[src/rtl/mips_pkg.sv]
// Shared register-file types for the MIPS datapath: widths, the zero register, writeback entry.
package mips_pkg;

  localparam int unsigned REG_ADDR_W = 5;
  localparam int unsigned REG_DATA_W = 32;
  localparam logic [REG_ADDR_W-1:0] REG_ZERO = 5'd0;

  typedef struct packed {
    logic [REG_ADDR_W-1:0] addr;
    logic [REG_DATA_W-1:0] data;
  } wb_entry_t;

endpackage

[src/rtl/wb_fifo.sv]
// Synchronous FIFO of writeback entries: up to two pushes and one pop per cycle.
// Contents are exposed oldest-first (slot 0 = head) for Pending decode and bypass search.
module wb_fifo
  import mips_pkg::*;
#(
  parameter int unsigned DEPTH = 4,
  localparam int unsigned PTR_W = $clog2(DEPTH),
  localparam int unsigned CNT_W = PTR_W + 1
) (
  input  logic             CLK,
  input  logic             RST,
  input  logic             push_a,
  input  wb_entry_t        ent_a,
  input  logic             push_b,
  input  wb_entry_t        ent_b,
  input  logic             pop,
  output wb_entry_t        head,
  output logic [CNT_W-1:0] count,
  output logic [DEPTH-1:0] valid,
  output wb_entry_t        entries [DEPTH]
);

  wb_entry_t        mem_q [DEPTH];
  logic [PTR_W-1:0] wr_ptr_q;
  logic [PTR_W-1:0] rd_ptr_q;
  logic [CNT_W-1:0] count_q;
  logic [PTR_W-1:0] wr_ptr_b;

  // push_b is only ever raised together with push_a, so it lands one slot after it.
  assign wr_ptr_b = wr_ptr_q + PTR_W'(1);

  always_ff @(posedge CLK) begin
    if (RST) begin
      wr_ptr_q <= '0;
      rd_ptr_q <= '0;
      count_q  <= '0;
    end else begin
      wr_ptr_q <= wr_ptr_q + PTR_W'(push_a) + PTR_W'(push_b);
      rd_ptr_q <= rd_ptr_q + PTR_W'(pop);
      count_q  <= count_q + CNT_W'(push_a) + CNT_W'(push_b) - CNT_W'(pop);
    end
  end

  always_ff @(posedge CLK) begin
    if (push_a) mem_q[wr_ptr_q] <= ent_a;
    if (push_b) mem_q[wr_ptr_b] <= ent_b;
  end

  for (genvar i = 0; i < DEPTH; i++) begin : g_slot
    logic [PTR_W-1:0] idx;
    assign idx        = rd_ptr_q + PTR_W'(i);
    assign entries[i] = mem_q[idx];
    assign valid[i]   = CNT_W'(i) < count_q;
  end

  assign head  = mem_q[rd_ptr_q];
  assign count = count_q;

  count_bound: assert property (@(posedge CLK) disable iff (RST) count_q <= CNT_W'(DEPTH));

endmodule

[src/rtl/reg_writeback.sv]
// Register-file write-side controller: arbitrates ALU/MEM results into a queue and drains one
// write per cycle. Defining WB_BYPASS_EN adds a combinational forwarding lookup (Q_Addr/Hit).
module reg_writeback
  import mips_pkg::*;
#(
  parameter int unsigned DEPTH  = 4,
  parameter int unsigned DATA_W = REG_DATA_W,
  parameter int unsigned ADDR_W = REG_ADDR_W
) (
  input  logic                   CLK,
  input  logic                   RST,
  input  logic                   ALU_Valid,
  output logic                   ALU_Ready,
  input  logic [ADDR_W-1:0]      ALU_Addr,
  input  logic [DATA_W-1:0]      ALU_Data,
  input  logic                   MEM_Valid,
  output logic                   MEM_Ready,
  input  logic [ADDR_W-1:0]      MEM_Addr,
  input  logic [DATA_W-1:0]      MEM_Data,
  output logic [ADDR_W-1:0]      W_Addr,
  output logic [DATA_W-1:0]      W_Data,
  output logic                   WE,
  output logic [31:0]            Pending,
  output logic [$clog2(DEPTH):0] Count
`ifdef WB_BYPASS_EN
  ,
  input  logic [ADDR_W-1:0]      Q_Addr,
  output logic                   Hit,
  output logic [DATA_W-1:0]      Hit_Data
`endif
);

  localparam int unsigned CNT_W = $clog2(DEPTH) + 1;

  logic [CNT_W-1:0] count;
  logic [CNT_W-1:0] free;
  wb_entry_t        head;
  wb_entry_t        ent_mem;
  wb_entry_t        ent_alu;
  wb_entry_t        ent_a;
  wb_entry_t        entries [DEPTH];
  logic [DEPTH-1:0] valid;
  logic             mem_push;
  logic             alu_push;
  logic             push_a;
  logic             push_b;
  logic             pop;

  // Same-cycle pop is deliberately ignored so Ready never depends on the drain path.
  assign free = CNT_W'(DEPTH) - count;

  always_comb begin
    ALU_Ready = 1'b0;
    MEM_Ready = 1'b0;
    if (!RST) begin
      if (free >= CNT_W'(2)) begin
        ALU_Ready = 1'b1;
        MEM_Ready = 1'b1;
      end else if (free == CNT_W'(1)) begin
        MEM_Ready = 1'b1;
        ALU_Ready = !MEM_Valid;
      end
    end
  end

  assign ent_mem  = '{addr: MEM_Addr, data: MEM_Data};
  assign ent_alu  = '{addr: ALU_Addr, data: ALU_Data};
  assign mem_push = MEM_Valid && MEM_Ready && (MEM_Addr != REG_ZERO);
  assign alu_push = ALU_Valid && ALU_Ready && (ALU_Addr != REG_ZERO);
  assign push_a   = mem_push || alu_push;
  assign ent_a    = mem_push ? ent_mem : ent_alu;
  assign push_b   = mem_push && alu_push;
  assign pop      = count != '0;

  wb_fifo #(
    .DEPTH(DEPTH)
  ) u_fifo (
    .CLK    (CLK),
    .RST    (RST),
    .push_a (push_a),
    .ent_a  (ent_a),
    .push_b (push_b),
    .ent_b  (ent_alu),
    .pop    (pop),
    .head   (head),
    .count  (count),
    .valid  (valid),
    .entries(entries)
  );

  always_ff @(posedge CLK) begin
    if (RST) begin
      WE     <= 1'b0;
      W_Addr <= '0;
      W_Data <= '0;
    end else if (pop) begin
      WE     <= 1'b1;
      W_Addr <= head.addr;
      W_Data <= head.data;
    end else begin
      WE <= 1'b0;
    end
  end

  always_comb begin
    Pending = '0;
    for (int i = 0; i < int'(DEPTH); i++) begin
      if (valid[i]) Pending[entries[i].addr] = 1'b1;
    end
    if (WE) Pending[W_Addr] = 1'b1;
    Pending[0] = 1'b0;
  end

  assign Count = count;

`ifdef WB_BYPASS_EN
  // Oldest to youngest, so the last match (tail side) overrides the W stage.
  always_comb begin
    Hit      = 1'b0;
    Hit_Data = '0;
    if (Q_Addr != REG_ZERO) begin
      if (WE && (W_Addr == Q_Addr)) begin
        Hit      = 1'b1;
        Hit_Data = W_Data;
      end
      for (int i = 0; i < int'(DEPTH); i++) begin
        if (valid[i] && (entries[i].addr == Q_Addr)) begin
          Hit      = 1'b1;
          Hit_Data = entries[i].data;
        end
      end
    end
  end
`endif

endmodule
[config.mk]
export PLATFORM = sky130hd
export DESIGN_NAME = reg_writeback
export DESIGN_NICKNAME = d
export VERILOG_FILES = /design/src/rtl/mips_pkg.sv /design/src/rtl/wb_fifo.sv /design/src/rtl/reg_writeback.sv
export SDC_FILE = /design/constraint.sdc
export NUM_CORES = 1
export LEC_CHECK = 0
export ABC_AREA = 0
export ABC_CLOCK_PERIOD_IN_PS = 17950
export BUFFER_PORTS_ARGS = -buffer_cell sky130_fd_sc_hd__buf_2
export CAP_MARGIN = 25
export CORE_UTILIZATION = 60
export DETAILED_ROUTE_END_ITERATION = 12
export GPL_TIMING_DRIVEN = 1
export MAX_ROUTING_LAYER = met4
export PLACE_DENSITY_LB_ADDON = 0.1
export REMOVE_ABC_BUFFERS = 1
export SLEW_MARGIN = 25
export SYNTH_ARGS = -nofsm -noshare
export SYNTH_HDL_FRONTEND = slang
export SYNTH_SLANG_ARGS = --single-unit
export TNS_END_PERCENT = 10
[constraint.sdc]
create_clock -name CLK -period 17.95 [get_ports CLK]
set_input_delay 5.385 -clock CLK [delete_from_list [all_inputs] [get_ports CLK]]
set_output_delay 5.385 -clock CLK [all_outputs]
set_load 0.02 [all_outputs]
# Word-level counts from Yosys, hierarchy flattened
# Memory sizes are Yosys's and may differ from the RTL's. A register that Yosys moved wholly into a read port is not among the register bits.
# Cells that the tools add are included.
# totals
inputBits	78
mem_bits_rw	148
elab_cells	81
reg_bits	45
memories	1
out_inout_bits	75
# mem_list
memory	depth	width	read_ports	rd_clocked_by_memory_dff	write_ports	line_no	text
u_fifo.mem_q	4	37	4	1	2	wb_fifo.sv:23	wb_entry_t mem_q [DEPTH];
# op_classes
bitwise	4
eq_ne	1
add_sub_neg	11
n_lt_le_gt_ge	15
mux	28
n_reduce_logical	15
# ops
op	n
$mux 32	5
$or 32x32->32	4
$mux 37	1
$lt 5x6->1 const B	5
$demux 1 s5	5
$ge 5x1->1 const B	5
$mux 1	16
$logic_and 1x1->1	10
$reduce_bool 5->1	2
$add 2x1->2	3
$add 3x1->3	2
$lt 1x3->1 const A	2
$lt 2x3->1 const A	2
$add 2x1->2 const B	2
$add 2x2->2 const B	2
$eq 3x1->1 const B	1
$ge 3x2->1 const B	1
$reduce_bool 3->1	1
$sub 3x1->3	1
$sub 3x3->3 const A	1
$mux 2	1
$logic_not 1->1	1
$logic_or 1x1->1	1

# Logic depth before layout (Yosys ltp)
# Gate-level depths: netlist (run 1).
# An unclocked memory read counts as a cell.
# logic_depth
word_depth	14
mapped_depth	14
depth_no_buf	13

# Hierarchy
# From an unflattened synthesis (run 1), not the netlist that was laid out.
# unflattened
cells_unflattened	974
area_unflattened_um2	14089.8
# modules_own_cells
module	cells_each	instances	area_per_inst_um2	seq_area_each_um2
wb_fifo	577	1	10887.9	4584.4
reg_writeback	397	1	3201.8	760.7

# Least setup slack after synthesis (run 1)
# Ideal clock, no wire load.
# synth_timing
path_kind	input port to output port
startpoint	input MEM_Valid
endpoint	output ALU_Ready
t_arrival_ns	6.275
stages	4
n_path_buf	1
required_ns	12.565
setup_slack_ns	6.290
path_cell_list	nand2b_1 -> a21o_1 -> clkbuf_1 -> inv_1
# synth_via
elab_chain_len	4
# synth_rtl
element	line_no	text
from (decl)	reg_writeback.sv:16	input logic MEM_Valid,
$logic_not 1->1	reg_writeback.sv:61	ALU_Ready = !MEM_Valid;
$mux 1	reg_writeback.sv:59	end else if (free == CNT_W'(1)) begin
$mux 1	reg_writeback.sv:56	if (free >= CNT_W'(2)) begin
$mux 1	reg_writeback.sv:55	if (!RST) begin
to (decl)	reg_writeback.sv:13	output logic ALU_Ready,
# No other way between the ends.

# Worst setup path in the final report (run 1)
# layout_timing
startpoint	input RST
endpoint	output ALU_Ready
# layout_via
elab_chain_len	1
# layout_rtl
element	line_no	text
from (decl)	reg_writeback.sv:11	input logic RST,
$mux 1	reg_writeback.sv:55	
# No other way between the ends.

==> metrics.md, run 1 <==
| Metric | Value |
|---|---|
| Critical-path cell with the highest stage delay | buf_4 |
| Yosys warning total | 0 |
| Ys async rst share | 0 |
| Starting Density | 0.6218 |
| Seq/Total Area, Yosys | 0.4705 |
| Chip width | 139.6 um |
| Cell area after synthesis | roughly 0.011 mm2 |
| LEAKAGE | around 5 nW |
| DRT Wirelength | between 30 and 40 mm |
| Status | finished, final reports clean |
| Multi-input gate area | approximately 0.0057 mm2 |
| Power density cells | around 170 mW/mm2 |
| Setup-failing EPs final | 0 |
| Sw frac | 0.4356 |
| GRT Residual Overflow | 0 |
| Fmax | between 80 and 90 MHz |
| Metal2 WL | ~16 mm |
| Synth Flop Type | edfxtp_1 |
| Worst Path Class, Setup | input port to output port |
| Most frequent cells in the layout | buf_2 (151), edfxtp_1 (148), mux2_4 (120) |
| DR vias | 8,207 |
| Crit-path leading delay family | buffers and inverters |
| Sink Count | 193 |
| Clock transition at path regs | approximately 80 ps |
| Crit end category | output port |
| Max IR drop VDD | ~0.000099 V |
| Pins Over Slew Limit | 0 |
| Gr usage total | 0.3366 |
| Gpl congestion | 0.9578 |
| I/O Buffers | about 150 |
| Mean area per synthesized cell | about 13 um2 |
| Worst Tran Pin Value | approximately 1100 ps |
| Pre-CTS setup slack | around 5800 ps |
| Worst setup margin | 5726 ps |
| Hold-fix buffers, CTS | 0 |
| EDFF count, synth | roughly 150 |
| Ports | 153 |
| Vias in the first global route | ~8,300 |
| Min cycle time layout | 12,220 ps |
| Final Hold Fails | 0 |
| Post-route ant nets | 0 |
| Max-cap violations | 0 |
| CP Buf/Inv Count | 4 |
| Number of vias per cell | just under 7 |
| Setup bufs post-CTS | 0 |
| Average wire per standard cell | around 26 um |
| CP arrival | just under 7000 ps |
| WP data required | between 10,000 and 15,000 ps |
| Yosys cell types | 52 |
| Uppermost routed layer | met4 |
| First drt pass iteration count | 7 |
| P_int | 1.220 mW |
| Crit path cell chain | buf_2 -> buf_4 -> a21o_1 -> inv_1 -> buf_2 |
| # resized after CTS | 0 |
| Register area | between 0.005 and 0.006 mm2 |
| Setup crit start kind | input port |
| Most frequent CP cell | buf_2 |
| Slew headroom | 0.2884 |
| H-tree levels | 4 |
| First-pass GRT wire length | around 47 mm |
| Clock root buffer | clkbuf_16 |
| Final TNS setup | 0 ps |
| WL met1 | around 13 mm |
| Final net count | 1,060 |
| Final period util | 0.6810 |
| Cell Rows | 49 |
| TritonCTS Buffers | 17 |
| Number of DRC markers in iteration 0 | between 800 and 900 |
| WL met3 | around 2.2 mm |
| Total core area | ~0.018 mm2 |
| Clock Skew | 14.54 ps |
| Clock Latency Late Sink | between 400 and 500 ps |
| P&R area growth vs syn | 13.11% |
| Switching pwr | 0.9419 mW |
| Largest net degree at the start of global routing | 54 |
| Max clock buf depth | 2 |
| Die extent in y | around 140 um |
| Layout cells sized above 1 | 0.4238 |
| Clk network pwr share | 0.176 |
| Seq cells post-synth | between 150 and 200 |
| Post-Syn Instances | between 800 and 900 |
| Hold Path Class | flip-flop to flip-flop |
| Commonest non-fill, non-tap cell in the layout | buf_2 |
| Comb power frac | 0.502 |
| Initial antenna violation count | 2 |
| Clock tree from TritonCTS | built |
| HPWL Detailed | roughly 20 mm |
| Sequential share of power | 0.322 |
| Fill cells | roughly 1,200 |
| DRC | 0 |
| Crit path largest cell delay | 520 ps |
| CP max FO | 50 |
| RSZ-0062 raised after global routing | no |
| Die area | a little under 0.02 mm2 |
[power groups by stage]
stage	combinational, mW	sequential (mW)	clock (mW)
final	1.08	0.697	0.381
after global routing	1.15	0.708	0.402
after CTS	1.04	0.713	0.382
after detailed placement	1.03	0.721	0
after global placement	1.01	0.712	0
after floorplan	0.662	0.758	0
[per-layer routing]
metal / GRT usage / vias up
met4: 0.1284 / 0
met3: 0.06813 / 72
met2: 0.5509 / 431
met1: 0.4134 / 4139
li1: - / 3565
met5: - / -
[cells in the mapped netlist (4+ instances only)]
cell type | n | share of area
edfxtp_1 | 148 | 0.39
mux2_4 | 120 | 0.16
nand2_1 | 96 | 0.032
nand3_1 | 64 | 0.028
mux4_2 | 52 | 0.10
dfxtp_1 | 45 | 0.079
a21oi_1 | 39 | 0.017
clkbuf_1 | 31 | 0.010
nand4_1 | 31 | 0.017
mux2_2 | 28 | 0.028
a22oi_1 | 22 | 0.015
nor2b_1 | 22 | 0.012
nor2_1 | 19 | 0.0063
a32oi_1 | 14 | 0.011
buf_1 | 12 | 0.0040
buf_6 | 12 | 0.012
buf_2 | 10 | 0.0044
inv_1 | 10 | 0.0033
and2_1 | 8 | 0.0044
ha_1 | 8 | 0.0088
nor3b_1 | 5 | 0.0033
nor4_1 | 5 | 0.0028
nor4b_1 | 5 | 0.0039
and3b_1 | 4 | 0.0031
and4b_1 | 4 | 0.0035
o31ai_4 | 4 | 0.0075
[area by class of cell]
class	count	share of cell area
inverters	10	0.002921
well taps	229	0.02230
clock inverters	15	0.01470
multi-input cells	585	0.4423
clock buffers	17	0.03311
diodes	2	0.0003895
repair buffers	164	0.06797
flip-flops and latches	193	0.4164
[flip-flops by register name, indices dropped and copies added (netlist names)]
| name | cells |
|---|---|
| u_fifo.wr_ptr_q | 2 |
| u_fifo.rd_ptr_q | 2 |
| WE | 1 |
| W_Data | 32 |
| u_fifo.count | 3 |
| u_fifo.mem_q | 148 |
| W_Addr | 5 |
[per-stage QoR]
stage	total power [mW]	std cells	util	cell area, um2	hold slack [ps]
CTS	2.137	1212	0.7004	12800	460.8
global route	2.257	1215	0.7033	12850	474.0
floorplan	1.420	788	-	10990	524.1
global placement	1.726	1180	0.6668	12180	438.9
detailed placement	1.754	1180	0.6668	12180	449.8
finish	2.162	1215	0.7033	12850	459.3
[final timing paths]
| check | from | to | slack [ps] | cells after the start |
|---|---|---|---|---|
| worst max-delay path | RST | ALU_Ready | 5730 | 5 |
| worst min-delay path | W_Data[21] | W_Data[21] | 460 | 2 |
| worst max register to register | u_fifo.count[0] | u_fifo.count[1] | 13800 | 11 |
| worst min register to register | W_Data[21] | W_Data[21] | 460 | 2 |
[tightest hold or removal path, delay by kind of cell (launching register included)]
kind	cells	cell delay [ps]
AND/OR/NAND/NOR	1	60
flip-flops	1	310
AO/OA/AOI/OAI	1	50
[kinds of logic (layout without fill, tap and decap cells)]
group | Yosys count | in the layout | share of synthesized area
other | 1 | 3 | 0.0003301
buffers and inverters | 78 | 206 | 0.03579
XOR/XNOR | 3 | 3 | 0.002313
AND/OR/NAND/NOR | 280 | 280 | 0.1276
flip-flops | 193 | 193 | 0.4705
adder cells (fa/ha/maj) | 11 | 11 | 0.01410
AO/OA/AOI/OAI | 90 | 90 | 0.05991
multiplexers | 200 | 200 | 0.2894
Power figures use the tool's default switching activity.
==> inputs of run 2 (changes only) <==
Settings changed: ABC_CLOCK_PERIOD_IN_PS 17950 to 10550, CORE_UTILIZATION 60 to 53.
Clock period 17.95 ns to 10.55 ns, I/O delays scaled along.
==> run 2 against run 1 <==
  * Total power rose by 67%
  * Non-clock buffer count rose by 1
  * Routed wire length fell by 7.3%
  * Critical path type unchanged
  * Largest power group unchanged
  * Global-route usage fell by 5.8 points
  * Register-to-register slack got worse by 7400 ps
  * Sequential power rose by 69%
  * Critical path depth did not move
  * First-iteration DRC count fell by 39%
  * Cell count rose by 3.7%
  * Largest cell class unchanged
  * Count of clock-buffer cells in the layout rose by 1
  * Critical endpoint unchanged
  * Setup slack got worse by 2700 ps
  * Clock power rose by 69%
==> metrics.md, run 2 (synthesis results as in run 1) <==
| Metric | Value |
|---|---|
| Fill cells | 1,691 (+44%) |
| Clock Skew | 15.14 ps (+0.6039 ps) |
| Gpl congestion | 0.9353 (-2.3%) |
| Number of vias per cell | 6.233 (-7.7%) |
| DR vias | 7,853 (-4.3%) |
| Largest register FFs | 148 (unchanged) |
| Largest net degree at the start of global routing | 54 (unchanged) |
| H-tree levels | 4 (unchanged) |
| I/O Buffers | 151 (unchanged) |
| Setup-failing EPs final | 0 (unchanged) |
| Sink Count | 193 (unchanged) |
| Critical-path cell with the highest stage delay | a21o_1 |
| Crit path cell chain | buf_2 -> buf_4 -> a21o_1 -> inv_1 -> buf_2 |
| Reg2reg start | u_fifo.count[1] |
| CP max FO | 19 (-62%) |
| Layout cells sized above 1 | 0.4203 (-0.003476) |
| Reg-to-Reg End | u_fifo.count[1] |
| Clock Latency Late Sink | 450 ps (about the same) |
| Hold path startpoint | W_Data[20] |
| Fin area | 0.01287 mm2 (+0.19%) |
| R2R cell count | 11 (unchanged) |
| CP arrival | 4330 ps (-2510 ps) |
| Final Hold Fails | 0 (unchanged) |
| Hold Path Cell Cnt | 2 (unchanged) |
| Pins Over Slew Limit | 0 (unchanged) |
| Most frequent cells in the layout | buf_2 (151), edfxtp_1 (148), mux2_4 (120) |
| Max IR drop VDD | 0.0001618 V (+63%) |
| HPWL Detailed | 19.00 mm (-3.9%) |
| Cell Rows | 53 (+8.2%) |
| P&R area growth vs syn | 13.32% |
| Biggest register | u_fifo.mem_q |
| Gr usage total | 0.2785 (-0.05809) |
| Crit path largest cell delay | 430 ps (-90 ps) |
| Setup bufs post-CTS | 0 (unchanged) |
| RSZ-0062 raised after global routing | no |
| Post-route ant nets | 0 (unchanged) |
| DRT Wirelength | 28.89 mm (-7.3%) |
| Final period util | 0.7108 |
| Initial antenna violation count | 0 (-2) |
| Commonest non-fill, non-tap cell in the layout | buf_2 |
| GRT Residual Overflow | 0 (unchanged) |
| Setup slack, reg-to-reg | 6380 ps (-7420 ps) |
| Power density cells | 280.9 mW/mm2 (+67%) |
| Clock tree from TritonCTS | built |
| Final TNS setup | 0 ps (unchanged) |
| Crit end category | output port |
| First-pass GRT wire length | 44.26 mm (-6.8%) |
| Worst Tran Pin Value | 1111 ps (+58.78 ps) |
| LEAKAGE | 5.071 nW (-0.15%) |
| DRC | 0 (unchanged) |
| Clock transition at path regs | 80 ps (about the same) |
| First drt pass iteration count | 5 (-2) |
| Starting Density | 0.5404 (-0.08139) |
| Fmax | 133.4 MHz |
| WP data required | 7390 ps (-5170 ps) |
| Ports | 153 (unchanged) |
| Most frequent CP cell | buf_2 |
| Dpl cell area | 0.01225 mm2 (+0.53%) |
| Average wire per standard cell | 22.93 um (-11%) |
| Hold Path Class | flip-flop to flip-flop |
| Setup crit start kind | input port |
| Number of DRC markers in iteration 0 | 513 (-39%) |
| Worst Path Class, Setup | input port to output port |
| # resized after CTS | 0 (unchanged) |
| Final net count | 1,061 (+0.094%) |
| Total core area | 0.02102 mm2 (+15%) |
| Regs by FF count | u_fifo.mem_q x148, W_Data x32, W_Addr x5 |
| Die area | 0.02203 mm2 (+13%) |
| Min cycle time layout | around 7500 ps |
| Clock root buffer | clkbuf_16 |
| TritonCTS Buffers | 17 (unchanged) |
| Crit-path leading delay family | buffers and inverters |
| Hold-fix buffers, CTS | 0 (unchanged) |
| Status | finished, final reports clean |
| Chip width | 148.4 um (+6.3%) |
| Max clock buf depth | 2 (unchanged) |
| Vias in the first global route | 7,639 (-8.4%) |
| CP Buf/Inv Count | 4 (unchanged) |
| Die extent in y | 148.4 um (+6.3%) |
| Slew headroom | 0.2564 (-0.03204) |
| Max-cap violations | 0 (unchanged) |
| # diodes | 0 (-2) |
| Sink of the worst hold path | W_Data[20] |
run 2: cell count changes in the layout (fill, tap and decap cells not counted), sizes merged:
cell,previous run,this run
diode,2,0
clkbuf,17,18
buf,164,165
inv,14,15
clkinv,10,8
run 2: power breakdown:
group	leakage [nW]	total (mW)	internal (mW)	switching, mW
clock network	0.286	0.642	0.320	0.322
logic	3.06	1.79	0.696	1.09
registers	1.73	1.18	1.05	0.132
run 2: worst max-delay path by stage:
stage | slack, ps | startpoint | depth (start not counted) | endpoint
floorplan | 3200 | MEM_Addr[1] | 4 | u_fifo.mem_q[3][0]
global placement | 3090 | RST | 5 | ALU_Ready
detailed placement | 3070 | RST | 5 | ALU_Ready
CTS | 3060 | RST | 5 | ALU_Ready
global route | 2960 | RST | 5 | ALU_Ready
finish | 3050 | RST | 5 | ALU_Ready
run 2: worst register-to-register path: cells and delay by family, from the launching register on:
kind / cells / cell delay (ps)
adders and majority gates: 5 / 1720
and+or+nand+nor: 3 / 810
AOI/OAI and AO/OA: 1 / 780
DFF: 1 / 500
buffers and inverters: 2 / 250
run 2: area by class of cell:
cell class | instances | area [um2] | share of cell area
clock buffers | 18 | 429.2 | 0.03334
clock inverters | 14 | 171.4 | 0.01332
inverters | 10 | 37.54 | 0.002916
multi-input cells | 585 | 5668 | 0.4403
flip-flops and latches | 193 | 5350 | 0.4156
well taps | 275 | 344.1 | 0.02673
repair buffers | 165 | 873.3 | 0.06784
run 2: layer usage:
layer / share of wire / wire (um) / GRT usage / vias to the layer above
li1: - / - / - / 3557
met1: 0.40 / 11660 / 0.3442 / 3903
met2: 0.51 / 14820 / 0.4662 / 336
met3: 0.061 / 1752 / 0.04387 / 57
met4: 0.023 / 658 / 0.09485 / 0
met5: 0 / 0 / - / -
run 2: metrics by stage:
stage | power, mW | utilization | instances | hold slack, ps | worst slack [ps]
detailed placement | 2.962 | 0.5826 | 1227 | 447.9 | 3073
CTS | 3.607 | 0.6112 | 1259 | 459.9 | 3060
finish | 3.616 | 0.6124 | 1260 | 457.6 | 3051
floorplan | 2.416 | - | 788 | 524.1 | 3203
global route | 3.791 | 0.6124 | 1260 | 478.3 | 2965
global placement | 2.953 | 0.5826 | 1227 | 445.0 | 3091
==> inputs of run 3 (changes only) <==
Settings changed: ABC_CLOCK_PERIOD_IN_PS 10550 to 7700, CORE_UTILIZATION 53 to 59.
Clock period 10.55 ns to 7.7 ns, I/O delays scaled along.
==> run 3 against run 2 <==
  * Non-clock buffer count is 1 lower
  * Setup slack worse by 970 ps
  * Die area is 10% lower
  * Core utilization is 7.0 points higher
  * Clock power is 36% higher
  * Largest cell class unchanged
==> metrics.md, run 3 (synthesis results as in run 1) <==
| Metric | Value |
|---|---|
| Number of vias per cell | 6.389 (+2.5%) |
| Starting Density | 0.6053 (+0.06489) |
| HPWL Detailed | 18.18 mm (-4.3%) |
| Reg2reg start | u_fifo.count[0] |
| Fill cells | 1,366 (-19%) |
| Reg-to-Reg End | u_fifo.mem_q[0][36] |
| Worst setup margin | 2084 ps (-967.1 ps) |
| Final core utilization | 0.6822 (+0.06980) |
| Total core area | 0.01877 mm2 (-11%) |
| First drt pass iteration count | 5 (unchanged) |
| Layout cells sized above 1 | 0.4187 (-0.001605) |
| Met2 Use GR | 0.4980 (+0.03184) |
| WP data required | 5390 ps (-2000 ps) |
| Crit end category | output port |
| Max clock buf depth | 2 (unchanged) |
| Clk network pwr share | 0.179 (about the same) |
| Commonest non-fill, non-tap cell in the layout | buf_2 |
| Finished Layout Cells | 1,218 (-3.3%) |
| Sequential share of power | 0.329 (+0.002) |
| First-pass GRT wire length | 42.63 mm (-3.7%) |
| Average wire per standard cell | 22.70 um (-1.0%) |
| Pre-CTS setup slack | 2094 ps (-979.7 ps) |
| I/O Buffers | 151 (unchanged) |
| Final period util | 0.7293 |
| Setup slack, reg-to-reg | 3670 ps (-2710 ps) |
| Most frequent cells in the layout | buf_2 (151), edfxtp_1 (148), mux2_4 (120) |
| Slew headroom | 0.3214 (+0.06501) |
| Status | finished, final reports clean |
| DR vias | 7,782 (-0.90%) |
| Number of DRC markers in iteration 0 | 490 (-4.5%) |
| Setup-failing EPs final | 0 (unchanged) |
| GRT Residual Overflow | 0 (unchanged) |
| Hold slack | 459.2 ps (+1.588 ps) |
| H-tree levels | 4 (unchanged) |
| Worst Path Class, Setup | input port to output port |
| # diodes | 0 (unchanged) |
| Gr usage total | 0.2958 (+0.01730) |
| Crit path from | MEM_Valid |
| Final net count | 1,060 (-0.094%) |
| Initial antenna violation count | 0 (unchanged) |
| Setup crit start kind | input port |
| Pins Over Slew Limit | 0 (unchanged) |
| CP arrival | 3310 ps (-1020 ps) |
| Setup bufs post-CTS | 0 (unchanged) |
| P&R area growth vs syn | 12.70% |
| Sink of the worst hold path | W_Data[25] |
| Final TNS setup | 0 ps (unchanged) |
| Clock tree from TritonCTS | built |
| RSZ-0062 raised after global routing | no |
| Comb power frac | 0.492 (-0.003) |
| P_int | 2.832 mW (+37%) |
| DRT Wirelength | 27.65 mm (-4.3%) |
| Clock Skew | 16.33 ps (+1.186 ps) |
| Met3 GRT Util | 0.05367 (+0.009803) |
| Sw frac | 0.4198 (-0.008054) |
| Power density cells | 381.3 mW/mm2 (+36%) |
| Max IR drop VDD | 0.0002457 V (+52%) |
| Gpl congestion | 0.9478 (+1.3%) |
| Clock root buffer | clkbuf_16 |
| Biggest register | u_fifo.mem_q |
| R2R cell count | 8 (-3) |
| Busiest layer in global routing | met2 |
| Min cycle time layout | 5616 ps |
| Clock transition at path regs | 80 ps (about the same) |
| Largest register FFs | 148 (unchanged) |
| TritonCTS Buffers | 17 (unchanged) |
| Switching pwr | 2.050 mW (+32%) |
| Die extent in y | 140.8 um (-5.2%) |
| Chip width | 140.8 um (-5.2%) |
| Max-cap violations | 0 (unchanged) |
| Vias in the first global route | 7,705 (+0.86%) |
| Regs by FF count | u_fifo.mem_q x148, W_Data x32, W_Addr x5 |
| Die area | 0.01981 mm2 (-10%) |
| Inst Count DP | 1,185 (-3.4%) |
| Hold path startpoint | W_Data[25] |
| Worst Tran Pin Value | 1014 ps (-97.16 ps) |
| Clock Latency Late Sink | 450 ps (about the same) |
| LEAKAGE | 5.066 nW (-0.11%) |
| DRC | 0 (unchanged) |
| Hold Path Class | flip-flop to flip-flop |
| Ports | 153 (unchanged) |
| Cell Rows | 50 (-5.7%) |
| Hold Path Cell Cnt | 2 (unchanged) |
| # resized after CTS | 0 (unchanged) |
| Post-route ant nets | 0 (unchanged) |
| CP max FO | 9 (-10) |
| Largest net degree at the start of global routing | 54 (unchanged) |
| Sink Count | 193 (unchanged) |
| Final Hold Fails | 0 (unchanged) |
| Hold-fix buffers, CTS | 0 (unchanged) |
| Fmax | between 150 and 200 MHz |
| M1 GR Usage | 0.3512 (+0.006910) |
[run 3: power by group through the flow]
stage               logic [mW]  registers (mW)  clock network (mW)
floorplan                 1.54            1.77                   0
global placement          2.33            1.66                   0
detailed placement        2.33            1.67                   0
CTS                       2.34            1.65               0.884
global route              2.57            1.64               0.917
finish                    2.40            1.61               0.874
[run 3: worst max-delay path by stage]
stage	to	slack (ps)
CTS	Pending[17]	1930
global route	Pending[10]	2010
finish	ALU_Ready	2080
global placement	ALU_Ready	2110
detailed placement	ALU_Ready	2090
floorplan	u_fifo.mem_q[3][0]	1210
[run 3: cell type report]
type,count,area [um2],share of cell area
clock inverter,15,162.7,0.01270
timing repair buffer,164,873.3,0.06821
multi-input combinational,585,5662,0.4422
inverter,10,37.54,0.002932
tap,234,292.8,0.02287
clock buffer,17,425.4,0.03323
sequential,193,5350,0.4179
[run 3: per-stage QoR]
| stage | instance area, um2 | total power [mW] |
|---|---|---|
| floorplan | 10990 | 3.310 |
| global route | 12800 | 5.126 |
| detailed placement | 12190 | 4.001 |
| finish | 12800 | 4.882 |
| global placement | 12190 | 3.986 |
| CTS | 12780 | 4.872 |
[run 3: layer usage]
metal / wire, um / up-vias
li1: - / 3555
met1: 10940 / 3850
met2: 14140 / 319
met5: 0 / -
met3: 1696 / 58
met4: 873 / 0
[run 3: critical path, cell delays in order]
cell	delay [ps]
buf_2	80
nand2b_1	110
a21o_1	440
inv_1	170
buf_2	200
